[src/rtl/la_spi_target.sv]
// SPI mode-0 target: oversampled pads, [R/W][addr][data] frames to a register port.
// Optional burst mode (auto-incrementing address) enabled by LA_SPI_TARGET_BURST_EN.
module la_spi_target #(
  parameter int AW = 7,
  parameter int DW = 8
) (
  input  logic          clk,
  input  logic          reset,
  input  logic          spi_sck_in,
  input  logic          spi_csn_in,
  input  logic          spi_sd_in,
  output logic          spi_sd_out,
  output logic          spi_sd_oe,
  output logic          wr_valid,
  output logic [AW-1:0] wr_addr,
  output logic [DW-1:0] wr_data,
  output logic          rd_req,
  output logic [AW-1:0] rd_addr,
  input  logic [DW-1:0] rd_data,
  output logic          busy,
  output logic          frame_err
);
  localparam int MAXW = (AW + 1 > DW) ? AW + 1 : DW;
  localparam int CW   = $clog2(MAXW + 1);
  localparam logic [CW-1:0] CMD_LAST = CW'(AW);
  localparam logic [CW-1:0] WR_LAST  = CW'(DW - 1);
  localparam logic [CW-1:0] RD_FULL  = CW'(DW);

  typedef enum logic [2:0] {IDLE, CMD, WDATA, RDATA, HOLD} state_t;

  // Pad order: [2]=sck, [1]=csn, [0]=sd. Everything resets to 0 so a
  // reset while csn is low never looks like a fresh csn falling edge.
  logic [2:0] pad_in;
  logic [2:0] sync1_reg, sync2_reg;
  logic       sck_prev_reg, csn_prev_reg;

  assign pad_in = {spi_sck_in, spi_csn_in, spi_sd_in};

  genvar gi;
  generate
    for (gi = 0; gi < 3; gi++) begin : g_sync
      always_ff @(posedge clk or posedge reset) begin
        if (reset) begin
          sync1_reg[gi] <= 1'b0;
          sync2_reg[gi] <= 1'b0;
        end else begin
          sync1_reg[gi] <= pad_in[gi];
          sync2_reg[gi] <= sync1_reg[gi];
        end
      end
    end
  endgenerate

  logic sck_s, csn_s, sd_s;
  logic sck_rise, sck_fall, csn_fall, csn_rise;

  assign sck_s    = sync2_reg[2];
  assign csn_s    = sync2_reg[1];
  assign sd_s     = sync2_reg[0];
  assign sck_rise = sck_s & ~sck_prev_reg & ~csn_s;
  assign sck_fall = ~sck_s & sck_prev_reg & ~csn_s;
  assign csn_fall = csn_prev_reg & ~csn_s;
  assign csn_rise = ~csn_prev_reg & csn_s;

  state_t        state_reg, state_next;
  logic [CW-1:0] cnt_reg, cnt_next;
  logic [AW-1:0] cmd_reg, cmd_next;
  logic [DW-1:0] data_reg, data_next;
  logic [AW-1:0] addr_reg, addr_next;
  logic          rd_mid_reg, rd_mid_next;
  logic          wr_valid_reg, wr_valid_next;
  logic [AW-1:0] wr_addr_reg, wr_addr_next;
  logic [DW-1:0] wr_data_reg, wr_data_next;
  logic          rd_req_reg, rd_req_next;
  logic [AW-1:0] rd_addr_reg, rd_addr_next;
  logic          sd_out_reg, sd_out_next;
  logic          sd_oe_reg, sd_oe_next;
  logic          busy_reg, busy_next;
  logic          err_reg, err_next;

  logic [AW:0]   cmd_full;
  logic [DW-1:0] wr_word;

  assign cmd_full = {cmd_reg, sd_s};
  assign wr_word  = {data_reg[DW-2:0], sd_s};

  always_ff @(posedge clk or posedge reset) begin
    if (reset) begin
      sck_prev_reg <= 1'b0;
      csn_prev_reg <= 1'b0;
      state_reg    <= IDLE;
      cnt_reg      <= '0;
      cmd_reg      <= '0;
      data_reg     <= '0;
      addr_reg     <= '0;
      rd_mid_reg   <= 1'b0;
      wr_valid_reg <= 1'b0;
      wr_addr_reg  <= '0;
      wr_data_reg  <= '0;
      rd_req_reg   <= 1'b0;
      rd_addr_reg  <= '0;
      sd_out_reg   <= 1'b0;
      sd_oe_reg    <= 1'b0;
      busy_reg     <= 1'b0;
      err_reg      <= 1'b0;
    end else begin
      sck_prev_reg <= sck_s;
      csn_prev_reg <= csn_s;
      state_reg    <= state_next;
      cnt_reg      <= cnt_next;
      cmd_reg      <= cmd_next;
      data_reg     <= data_next;
      addr_reg     <= addr_next;
      rd_mid_reg   <= rd_mid_next;
      wr_valid_reg <= wr_valid_next;
      wr_addr_reg  <= wr_addr_next;
      wr_data_reg  <= wr_data_next;
      rd_req_reg   <= rd_req_next;
      rd_addr_reg  <= rd_addr_next;
      sd_out_reg   <= sd_out_next;
      sd_oe_reg    <= sd_oe_next;
      busy_reg     <= busy_next;
      err_reg      <= err_next;
    end
  end

  always_comb begin
    state_next    = state_reg;
    cnt_next      = cnt_reg;
    cmd_next      = cmd_reg;
    data_next     = data_reg;
    addr_next     = addr_reg;
    rd_mid_next   = rd_mid_reg;
    wr_valid_next = 1'b0;
    wr_addr_next  = wr_addr_reg;
    wr_data_next  = wr_data_reg;
    rd_req_next   = 1'b0;
    rd_addr_next  = rd_addr_reg;
    sd_out_next   = sd_out_reg;
    sd_oe_next    = sd_oe_reg;
    err_next      = 1'b0;

    // Read data arrives one clock after the request.
    if (rd_req_reg) begin
      data_next  = rd_data;
      sd_oe_next = 1'b1;
    end

    unique case (state_reg)
      IDLE: begin
        if (csn_fall) begin
          state_next = CMD;
          cnt_next   = '0;
        end
      end
      CMD: begin
        if (sck_rise) begin
          cmd_next = cmd_full[AW-1:0];
          cnt_next = cnt_reg + 1'b1;
          if (cnt_reg == CMD_LAST) begin
            cnt_next  = '0;
            addr_next = cmd_full[AW-1:0];
            if (cmd_full[AW]) begin
              state_next   = RDATA;
              rd_req_next  = 1'b1;
              rd_addr_next = cmd_full[AW-1:0];
              rd_mid_next  = 1'b0;
            end else begin
              state_next = WDATA;
            end
          end
        end
      end
      WDATA: begin
        if (sck_rise) begin
          data_next = wr_word;
          cnt_next  = cnt_reg + 1'b1;
          if (cnt_reg == WR_LAST) begin
            wr_valid_next = 1'b1;
            wr_addr_next  = addr_reg;
            wr_data_next  = wr_word;
            cnt_next      = '0;
`ifdef LA_SPI_TARGET_BURST_EN
            addr_next     = addr_reg + 1'b1;
`else
            state_next    = HOLD;
`endif
          end
        end
      end
      RDATA: begin
        // Falls shift the next bit out; the rise after the last fall closes the word.
        if (sck_fall && cnt_reg != RD_FULL) begin
          sd_out_next = data_reg[DW-1];
          data_next   = {data_reg[DW-2:0], 1'b0};
          cnt_next    = cnt_reg + 1'b1;
        end else if (sck_rise) begin
          if (cnt_reg == RD_FULL) begin
            cnt_next    = '0;
            rd_mid_next = 1'b0;
`ifdef LA_SPI_TARGET_BURST_EN
            addr_next    = addr_reg + 1'b1;
            rd_req_next  = 1'b1;
            rd_addr_next = addr_reg + 1'b1;
`else
            state_next   = HOLD;
`endif
          end else begin
            rd_mid_next = 1'b1;
          end
        end
      end
      HOLD: ;
      default: state_next = IDLE;
    endcase

    if (csn_rise) begin
      err_next      = ((state_reg == CMD || state_reg == WDATA) && cnt_reg != '0) ||
                      (state_reg == RDATA && rd_mid_reg);
      state_next    = IDLE;
      cnt_next      = '0;
      rd_mid_next   = 1'b0;
      wr_valid_next = 1'b0;
      rd_req_next   = 1'b0;
    end

    if (state_next != RDATA) begin
      sd_out_next = 1'b0;
      sd_oe_next  = 1'b0;
    end
    busy_next = (state_next != IDLE);
  end

  assign spi_sd_out = sd_out_reg;
  assign spi_sd_oe  = sd_oe_reg;
  assign wr_valid   = wr_valid_reg;
  assign wr_addr    = wr_addr_reg;
  assign wr_data    = wr_data_reg;
  assign rd_req     = rd_req_reg;
  assign rd_addr    = rd_addr_reg;
  assign busy       = busy_reg;
  assign frame_err  = err_reg;
endmodule

[config.mk]
export PLATFORM = sky130hd
export DESIGN_NAME = la_spi_target
export DESIGN_NICKNAME = d
export VERILOG_FILES = /design/src/rtl/la_spi_target.sv
export SDC_FILE = /design/constraint.sdc
export NUM_CORES = 1
export LEC_CHECK = 0
export CAP_MARGIN = 25
export CORE_UTILIZATION = 41
export DETAILED_ROUTE_END_ITERATION = 8
export DONT_BUFFER_PORTS = 1
export PLACE_DENSITY = 0.63
export SLEW_MARGIN = 20
export SYNTH_ARGS = -nofsm -noshare
export SYNTH_HDL_FRONTEND = slang
export SYNTH_SLANG_ARGS = --single-unit
[constraint.sdc]
create_clock -name clk -period 3.1 [get_ports clk]
set_clock_uncertainty 0.15 [all_clocks]
set_input_delay 0.62 -clock clk [delete_from_list [all_inputs] [get_ports clk]]
set_output_delay 0.62 -clock clk [all_outputs]
set_load 0.005 [all_outputs]
==> results_dict.tcl, run 1 <==
set metrics [dict create \
    fin_crit_sh_pct 71.8 \
    grt_overflow_total 0 \
    wl_per_cell_um 16.9 \
    route.detailed.drc 1 \
    setup_viol 0 \
    die_w_um 84.7 \
    portBuffers 0 \
    first_global_vias 1769 \
    routed_wl_mm 5.22 \
    cp_top_family "simple AND/OR/NAND/NOR gates" \
    track_usage_pct 16.6 \
    path_cells "or3b_2 -> nor2_1 -> nand3_1 -> mux2_2" \
    fin_util_pct 47.6 \
    drt_pass1_iterations 6 \
    area_delta_synth_final_pct 10.1 \
    cts.sinks 66 \
    cap_violations 0 \
    cts_resized 0 \
    synth-seq-cells 66 \
    crit_required_ns 3.18 \
    power_leakage_nw 1.43 \
    status "finished, violations left" \
    multi_input_area_um2 1080 \
    cts.htree.levels 3 \
    synth.cell_area_um2 2810 \
    die_y_um 84.7 \
    syn_avg_cell_area_um2 12.6 \
    via_per_inst 5.44 \
    cts_root_buffer "clkbuf_8" \
    antenna_found_initial 0 \
    grt_max_degree 40 \
    synth_edf_count 0 \
    post_cts_buffers 0 \
    ir_drop_mv 0.240 \
    grt_pass1_wl_mm 8.88 \
    seq_area_um2 1650 \
    clock_latency_ns 0.34 \
    synth_fp_nets 239 \
    async_flop_share_pct 100 \
    cp_max_fo 8 \
    critPathMaxStageDelay_ns 0.53 \
    row_count 29 \
    postCtsHoldBufs 0 \
    min-delay-path-class "in -> async" \
    yosys_warnings 0 \
    antennaDiodeCount 0 \
    fillCellCount 578 \
    clk_pin_slew_ns 0.07 \
    endpoint_kind "flip-flop" \
    gp_congestion 0.799 \
    vias 1682 \
    initial_core_util_pct 43.2 \
    cts_buffer_depth 2 \
    crit_slowest_cell "or3b_2" \
    worstPathArrival_ns 2.30 \
    cts_tree "yes" \
    dpl.hpwl_mm 3.42 \
    hold_violations 0 \
    slew-limit-headroom_pct 59.0 \
    detail-route-antenna-nets 0 \
    tightest_slew_ns 0.614 \
    period_needed_ns 2.23 \
    drive_gt1_share_pct 24.6 \
    violations "design-rule violations" \
    nNetsFinal 245 \
    maxSlewViolCount 0 \
    max_freq_ghz 0.449 \
    powerDensity_nw_per_um2 568 \
    finalSetupTns_ns 0 \
    drt_iter0_markers 69 \
    cts_buffers 9 \
    synth_cells 222 \
    start_kind "flip-flop" \
    ys_dominant_reg_cell "dfrtp_1" \
    synth.yosys.seq_area_share_pct 58.8 \
    ioPinCount 41 \
    crit_type "reg -> reg" \
    crit_buf_inv 0 \
    netlist-cell-type-count 40 \
    rsz0062_at_grt "no" \
    core_area_um2 6490 \
    dieArea_um2 7180 \
]
worst paths after layout:
path / start / to / slack (ns) / cells past startpoint
setup / recovery: csn_s / rd_addr[5] / 0.87 / 4
hold / removal: reset / wr_addr[0] / 0.08 / 1
setup reg to reg: csn_s / rd_addr[5] / 0.87 / 4
hold reg to reg: sync1_reg[1] / csn_s / 0.20 / 0
max in group asynchronous: reset / rd_mid_reg / 2.10 / 2
min in group clk: spi_sd_in / sync1_reg[0] / 0.15 / 0
per-layer routing:
| metal | share of wire [%] | global-route usage, % | vias to the layer above |
|---|---|---|---|
| met5 | 0 | 0 | - |
| met4 | 2.3 | 8.78 | 0 |
| met3 | 5.8 | 6.29 | 13 |
| met2 | 43 | 23.3 | 41 |
| met1 | 48 | 22.3 | 826 |
| li1 | - | - | 802 |
layout make-up:
| type | instances | area share, % |
|---|---|---|
| sequential | 66 | 53.4 |
| clock buffer | 13 | 4.82 |
| inverter | 10 | 1.21 |
| tap | 77 | 3.12 |
| multi-input combinational | 138 | 35.1 |
| clock inverter | 2 | 1.21 |
| timing repair buffer | 3 | 1.13 |
cell usage in the layout (no fill, tap or decap), types with 3 or more instances in the layout:
cell type,synthesis,routed
dfrtp_1,66,66
ha_1,4,4
nand2_1,14,14
nor2_1,10,10
nand2b_1,3,3
a21oi_1,6,6
mux2_2,37,37
o21ai_0,10,10
mux2i_1,11,11
clkbuf_1,4,3
and3b_1,3,3
clkbuf_8,0,10
nand4_1,3,3
and2_1,4,4
inv_1,10,9
nor3_1,4,4
nand3_1,4,4
power by group:
part	total (mW)	switching [mW]	internal, mW
combinational	0.120	0.0661	0.0538
sequential	0.935	0.0375	0.897
clock	0.700	0.310	0.390
kinds of logic (layout without fill, tap and decap cells):
group           after synthesis  in the layout  share of synthesized area, %
flops                        66             66                          58.8
simple gates                 56             56                          11.2
mux                          48             48                          18.8
compound gates               29             29                          6.55
buf+inv                      18             28                          2.54
fa+ha+maj                     4              4                          1.78
xor+xnor                      1              1                         0.312
synthesized netlist by cell type (2+ instances only):
cell type   n  area, µm²
clkbuf_1    4       15.0
and2_1      4       25.0
mux2_2     37        417
o21ai_1     2       10.0
inv_1      10       37.5
nor2_1     10       37.5
nand3_1     4       20.0
nand2b_1    3       18.8
dfrtp_1    66       1650
nand3b_1    2       15.0
and3b_1     3       26.3
nor3_1      4       20.0
a21oi_1     6       30.0
nand4_1     3       18.8
mux2i_1    11        110
a31oi_1     2       12.5
buf_2       3       15.0
nand2_1    14       52.6
o21ai_0    10       50.1
ha_1        4       50.1
per-stage QoR:
step	std cells	hold WS [ns]	power (mW)	setup slack, ns	area, µm²
after floorplan	222	0.181	1.03	0.675	2810
after global placement	294	0.185	1.07	0.903	2900
after detailed placement	294	0.185	1.07	0.871	2900
after CTS	309	0.0986	1.78	0.870	3090
after global routing	309	0.124	1.84	0.727	3090
final	309	0.0806	1.75	0.874	3090
Note: power is estimated with default switching activity, not from simulation.
==> run 2: changes to the inputs <==
--- a/config.mk
+++ b/config.mk
@@ -9,7 +9,7 @@
 export CORE_UTILIZATION = 41
 export DETAILED_ROUTE_END_ITERATION = 8
 export DONT_BUFFER_PORTS = 1
-export PLACE_DENSITY = 0.63
+export PLACE_DENSITY = 0.65
 export SLEW_MARGIN = 20
 export SYNTH_ARGS = -nofsm -noshare
 export SYNTH_HDL_FRONTEND = slang
==> constraint.sdc (replaced) <==
create_clock -name clk -period 2 [get_ports clk]
set_clock_uncertainty 0.15 [all_clocks]
set_input_delay 0.4 -clock clk [delete_from_list [all_inputs] [get_ports clk]]
set_output_delay 0.4 -clock clk [all_outputs]
set_load 0.005 [all_outputs]
==> run 2 against run 1 <==
The flow finishes with violations (negative setup slack); sequential power increased by 54%; total power grew 70%; combinational power rose to 2.8 times the previous value; via count up 7.5%; core utilization rose by 6.6 points; critical path depth rose by 3; critical path type unchanged; largest power group unchanged.
==> results_dict.tcl, run 2 (synthesized netlist as in run 1, its figures left out) <==
set metrics [dict create \
    dpl_worst_slack_ns -0.0925 \
    detail-route-antenna-nets 0 \
    routed_wl_mm 5.47 \
    dpl.hpwl_mm 3.51 \
    first_global_vias 1965 \
    gp_congestion 0.866 \
    hold-worst-slack_ns 0.120 \
    track_usage_pct 16.9 \
    ioPinCount 41 \
    tightest_slew_ns 0.529 \
    cts_buffer_depth 2 \
    slew-limit-headroom_pct 64.7 \
    violations "negative setup slack" \
    critPathMaxStageDelay_ns 0.42 \
    via_per_inst 5.26 \
    die_w_um 84.7 \
    nNetsFinal 280 \
    drt_iter0_markers 113 \
    power_leakage_nw 1.63 \
    portBuffers 0 \
    initial_core_util_pct 43.2 \
    cap_violations 0 \
    final_common_cell "dfrtp_1" \
    grt_max_degree 67 \
    cts_buffers 9 \
    mostFrequentLayoutCells "dfrtp_1 (66), mux2_2 (36), buf_4 (32)" \
    start_kind "flip-flop" \
    antennaDiodeCount 0 \
    crit_type "reg -> reg" \
    row_count 29 \
    fin_crit_sh_pct 103 \
    path_cells "inv_2 -> ha_4 -> and3b_2 -> or3_4 -> a21o_1 -> or4_4 -> o21ai_2" \
    worstPathArrival_ns 2.17 \
    antenna_found_initial 0 \
    setup_viol 2 \
    fin_ws_ns -0.0544 \
    drive_gt1_share_pct 41.6 \
    maxSlewViolCount 0 \
    clk_pin_slew_ns 0.07 \
    powerDensity_nw_per_um2 847 \
    ir_drop_mv 0.562 \
    rsz0062_at_grt "yes" \
    hold_violations 0 \
    min-delay-path-class "in -> reg" \
    clock_latency_ns 0.34 \
    max_freq_ghz 0.487 \
    dieArea_um2 7180 \
    cts_root_buffer "clkbuf_8" \
    regToRegSetupSlack_ns -0.05 \
    endpoint_kind "flip-flop" \
    vias 1808 \
    core_area_um2 6490 \
    wl_per_cell_um 15.9 \
    crit_required_ns 2.12 \
    stdcell_count 344 \
    cts.sinks 66 \
    grt_pass1_wl_mm 9.29 \
    route.detailed.drc 0 \
    crit_slowest_cell "or4_4" \
    area_delta_synth_final_pct 25.5 \
    status "finished, violations left" \
    drt_pass1_iterations 6 \
    cts_tree "yes" \
    period_needed_ns 2.05 \
    dp_cells 315 \
    cts.htree.levels 3 \
    die_y_um 84.7 \
    fillCellCount 547 \
    grt_overflow_total 0 \
    cp_max_fo 3 \
]
==> run 2: power by group <==
part | switching [mW] | internal (mW)
registers | 0.0502 | 1.39
logic | 0.155 | 0.176
clock network | 0.485 | 0.726
total | 0.690 | 2.29
==> run 2: worst paths after layout <==
| check | startpoint | to | depth (start not counted) |
|---|---|---|---|
| max in group asynchronous | reset | rd_addr[1] | 3 |
| min | rd_data[2] | data_reg[2] | 2 |
| max reg2reg | cnt_reg[0] | cnt_reg[0] | 7 |
| min in group asynchronous | reset | wr_addr[1] | 3 |
| min reg2reg | sync1_reg[0] | sd_s | 0 |
| max | cnt_reg[0] | cnt_reg[0] | 7 |
==> run 2: per-stage QoR <==
stage	utilization, %	setup TNS [ns]	power, mW	area, µm²
2_1_floorplan	-	-0.128	1.61	2840
3_3_place_gp	47.6	-0.0397	1.71	3090
3_5_place_dp	47.6	-0.167	1.72	3090
4_1_cts	52.9	-0.0403	2.99	3430
5_1_grt	54.2	-1.42	3.12	3520
6_report	54.2	-0.0761	2.98	3520
==> run 2: layout make-up <==
| class | instances | area, µm² | share of cell area (%) |
|---|---|---|---|
| Clock buffer | 10 | 138 | 3.91 |
| Clock inverter | 5 | 78.8 | 2.24 |
| Inverter | 10 | 41.3 | 1.17 |
| Multi-Input combinational cell | 138 | 1190 | 33.9 |
| Sequential cell | 66 | 1650 | 46.9 |
| Tap cell | 77 | 96.3 | 2.74 |
| Timing Repair Buffer | 38 | 320 | 9.10 |
==> run 2: critical path: cells and delay by family (launching register included) <==
family	cells	cell delay, ns
buffers and inverters	1	0.06
adder cells (fa/ha/maj)	1	0.15
AND/OR/NAND/NOR	3	1.02
AO/OA/AOI/OAI	2	0.25
flip-flops	1	0.37
==> run 2: what timing repair did <==
item                                   in CTS  in global routing
pin swaps                                   5                  6
setup endpoints to repair                   5                 39
hold buffers                                4                  0
gates resized for setup                    10                 12
buffers inserted                            7                  3
endpoints found under the hold margin      69                  0
==> run 2: metal layers <==
| metal | global-route usage [%] | wire [µm] | vias to the layer above |
|---|---|---|---|
| met3 | 7.28 | 314 | 6 |
| met4 | 6.47 | 74 | 0 |
| met1 | 21.4 | 2480 | 892 |
| met2 | 25.7 | 2600 | 45 |
| li1 | - | - | 865 |
| met5 | 0 | 0 | - |
==> run 3: changes to the inputs <==
--- a/config.mk
+++ b/config.mk
@@ -6,10 +6,10 @@
 export NUM_CORES = 1
 export LEC_CHECK = 0
 export CAP_MARGIN = 25
-export CORE_UTILIZATION = 41
+export CORE_UTILIZATION = 50
 export DETAILED_ROUTE_END_ITERATION = 8
 export DONT_BUFFER_PORTS = 1
-export PLACE_DENSITY = 0.65
+export PLACE_DENSITY = 0.76
 export SLEW_MARGIN = 20
 export SYNTH_ARGS = -nofsm -noshare
 export SYNTH_HDL_FRONTEND = slang
==> run 3 against run 2 <==
The run still ends with negative setup slack left; combinational power is 18% lower; cell count is 4.1% lower; critical endpoint unchanged; flip-flop and latch count stayed put; worst hold slack worse by 0.0023 ns; clock power is 16% lower; largest cell class unchanged; global-route usage is 2.7 points higher; non-clock buffer count is 5 lower; total power is 8.4% lower; via count is 0.61% higher.
==> results_dict.tcl, run 3 (synthesized netlist as in run 1, its figures left out) <==
set metrics [dict create \
    status "finished, violations left" \
    violations "negative setup slack" \
    min-delay-path-class "in -> reg" \
    r2r-start "cnt_reg[1]" \
    power_leakage_nw 1.58 \
    whs_path_depth 2 \
    via_per_inst 5.51 \
    fin_crit_sh_pct 103 \
    fillCellCount 429 \
    final_common_cell "dfrtp_1" \
    grt_overflow_total 0 \
    route.detailed.drc 0 \
    core_area_um2 5270 \
    fin_ws_ns -0.0588 \
    place_area_um2 3100 \
    cts_buffer_depth 2 \
    dieArea_um2 5920 \
    setup_viol 5 \
    clock_latency_ns 0.34 \
    cts_tree "yes" \
    start_kind "flip-flop" \
    drt_iter0_markers 149 \
    ir_drop_mv 0.582 \
    antennaDiodeCount 0 \
    cts_buffers 9 \
    slew-limit-headroom_pct 66.1 \
    nNetsFinal 275 \
    gp_congestion 0.881 \
    hold_start "rd_data[3]" \
    crit_required_ns 2.11 \
    grt_pass1_wl_mm 8.76 \
    cts.htree.levels 3 \
    rr_endpoint "cnt_reg[0]" \
    reg2reg_depth 7 \
    cp_max_fo 4 \
    powerDensity_nw_per_um2 806 \
    hold-worst-slack_ns 0.118 \
    clk_pin_slew_ns 0.06 \
    grt_max_degree 67 \
    cap_violations 0 \
    hold_violations 0 \
    finish.instance_area_um2 3390 \
    crit_type "reg -> reg" \
    row_count 26 \
    die_w_um 76.9 \
    period_needed_ns 2.06 \
    maxSlewViolCount 0 \
    track_usage_pct 19.6 \
    die_y_um 76.9 \
    regToRegSetupSlack_ns -0.06 \
    drt_pass1_iterations 4 \
    cts_root_buffer "clkbuf_8" \
    tightest_slew_ns 0.508 \
    vias 1819 \
    portBuffers 0 \
    endpoint_kind "flip-flop" \
    antenna_found_initial 0 \
    mostFrequentLayoutCells "dfrtp_1 (66), mux2_2 (37), buf_4 (22)" \
    area_delta_synth_final_pct 20.8 \
    cts.sinks 66 \
    worstSetupStartpoint "cnt_reg[1]" \
    detail-route-antenna-nets 0 \
    initial_core_util_pct 53.3 \
    first_global_vias 1866 \
    dpl.hpwl_mm 3.63 \
    drive_gt1_share_pct 35.8 \
    worstPathArrival_ns 2.17 \
    finalSetupTns_ns -0.132 \
    routed_wl_mm 5.28 \
    rsz0062_at_grt "yes" \
    wl_per_cell_um 16.0 \
    hold_path_end "data_reg[3]" \
    max_freq_ghz 0.486 \
    ioPinCount 41 \
]
==> run 3: metal layers <==
layer,track usage [%],part of all wire (%),vias to the layer above
li1,-,-,861
met5,0,0,-
met3,8.10,7.7,9
met2,30.4,47,55
met4,8.46,1.6,0
met1,24.1,44,894
==> run 3: final cells by class <==
type / count / area (µm²) / area share (%)
Clock inverter: 3 / 43.8 / 1.29
Tap cell: 70 / 87.6 / 2.58
Clock buffer: 10 / 128 / 3.76
Sequential cell: 66 / 1650 / 48.7
Multi-Input combinational cell: 138 / 1140 / 33.5
Timing Repair Buffer: 33 / 302 / 8.89
Inverter: 10 / 41.3 / 1.22
==> run 3: power breakdown <==
part | switching [mW] | internal [mW] | leakage (nW)
combinational | 0.132 | 0.139 | 0.638
sequential | 0.0505 | 1.39 | 0.854
clock | 0.464 | 0.555 | 0.0881
total | 0.647 | 2.09 | 1.58
==> run 3: what timing repair did <==
action	in CTS	in global routing
resized for setup	3	11
hold buffers	4	0
hold endpoints to repair	69	0
pin swaps	6	5
setup buffers	2	1
setup endpoints to repair	4	30
==> run 3: worst max path at each step <==
stage | endpoint | slack [ns] | depth (start not counted)
floorplan | cnt_reg[0] | -0.11 | 8
global placement | cnt_reg[0] | -0.02 | 5
detailed placement | cnt_reg[0] | -0.07 | 6
CTS | cnt_reg[0] | -0.06 | 7
global route | cnt_reg[0] | -0.16 | 7
finish | cnt_reg[0] | -0.06 | 7
==> run 3: critical path: stages (launching register included) <==
cell,delay [ns]
dfrtp_1,0.34
inv_1,0.06
ha_2,0.18
and3b_1,0.21
or3_4,0.40
a21o_1,0.17
or4_1,0.39
o21ai_1,0.09
==> run 3: stage by stage <==
step / power [mW] / setup slack, ns / util, % / instances
floorplan: 1.61 / -0.106 / - / 222
global placement: 1.70 / -0.0247 / 58.7 / 310
detailed placement: 1.71 / -0.0706 / 58.7 / 310
CTS: 2.74 / -0.0617 / 63.3 / 329
global route: 2.86 / -0.158 / 64.3 / 330
finish: 2.73 / -0.0588 / 64.3 / 330
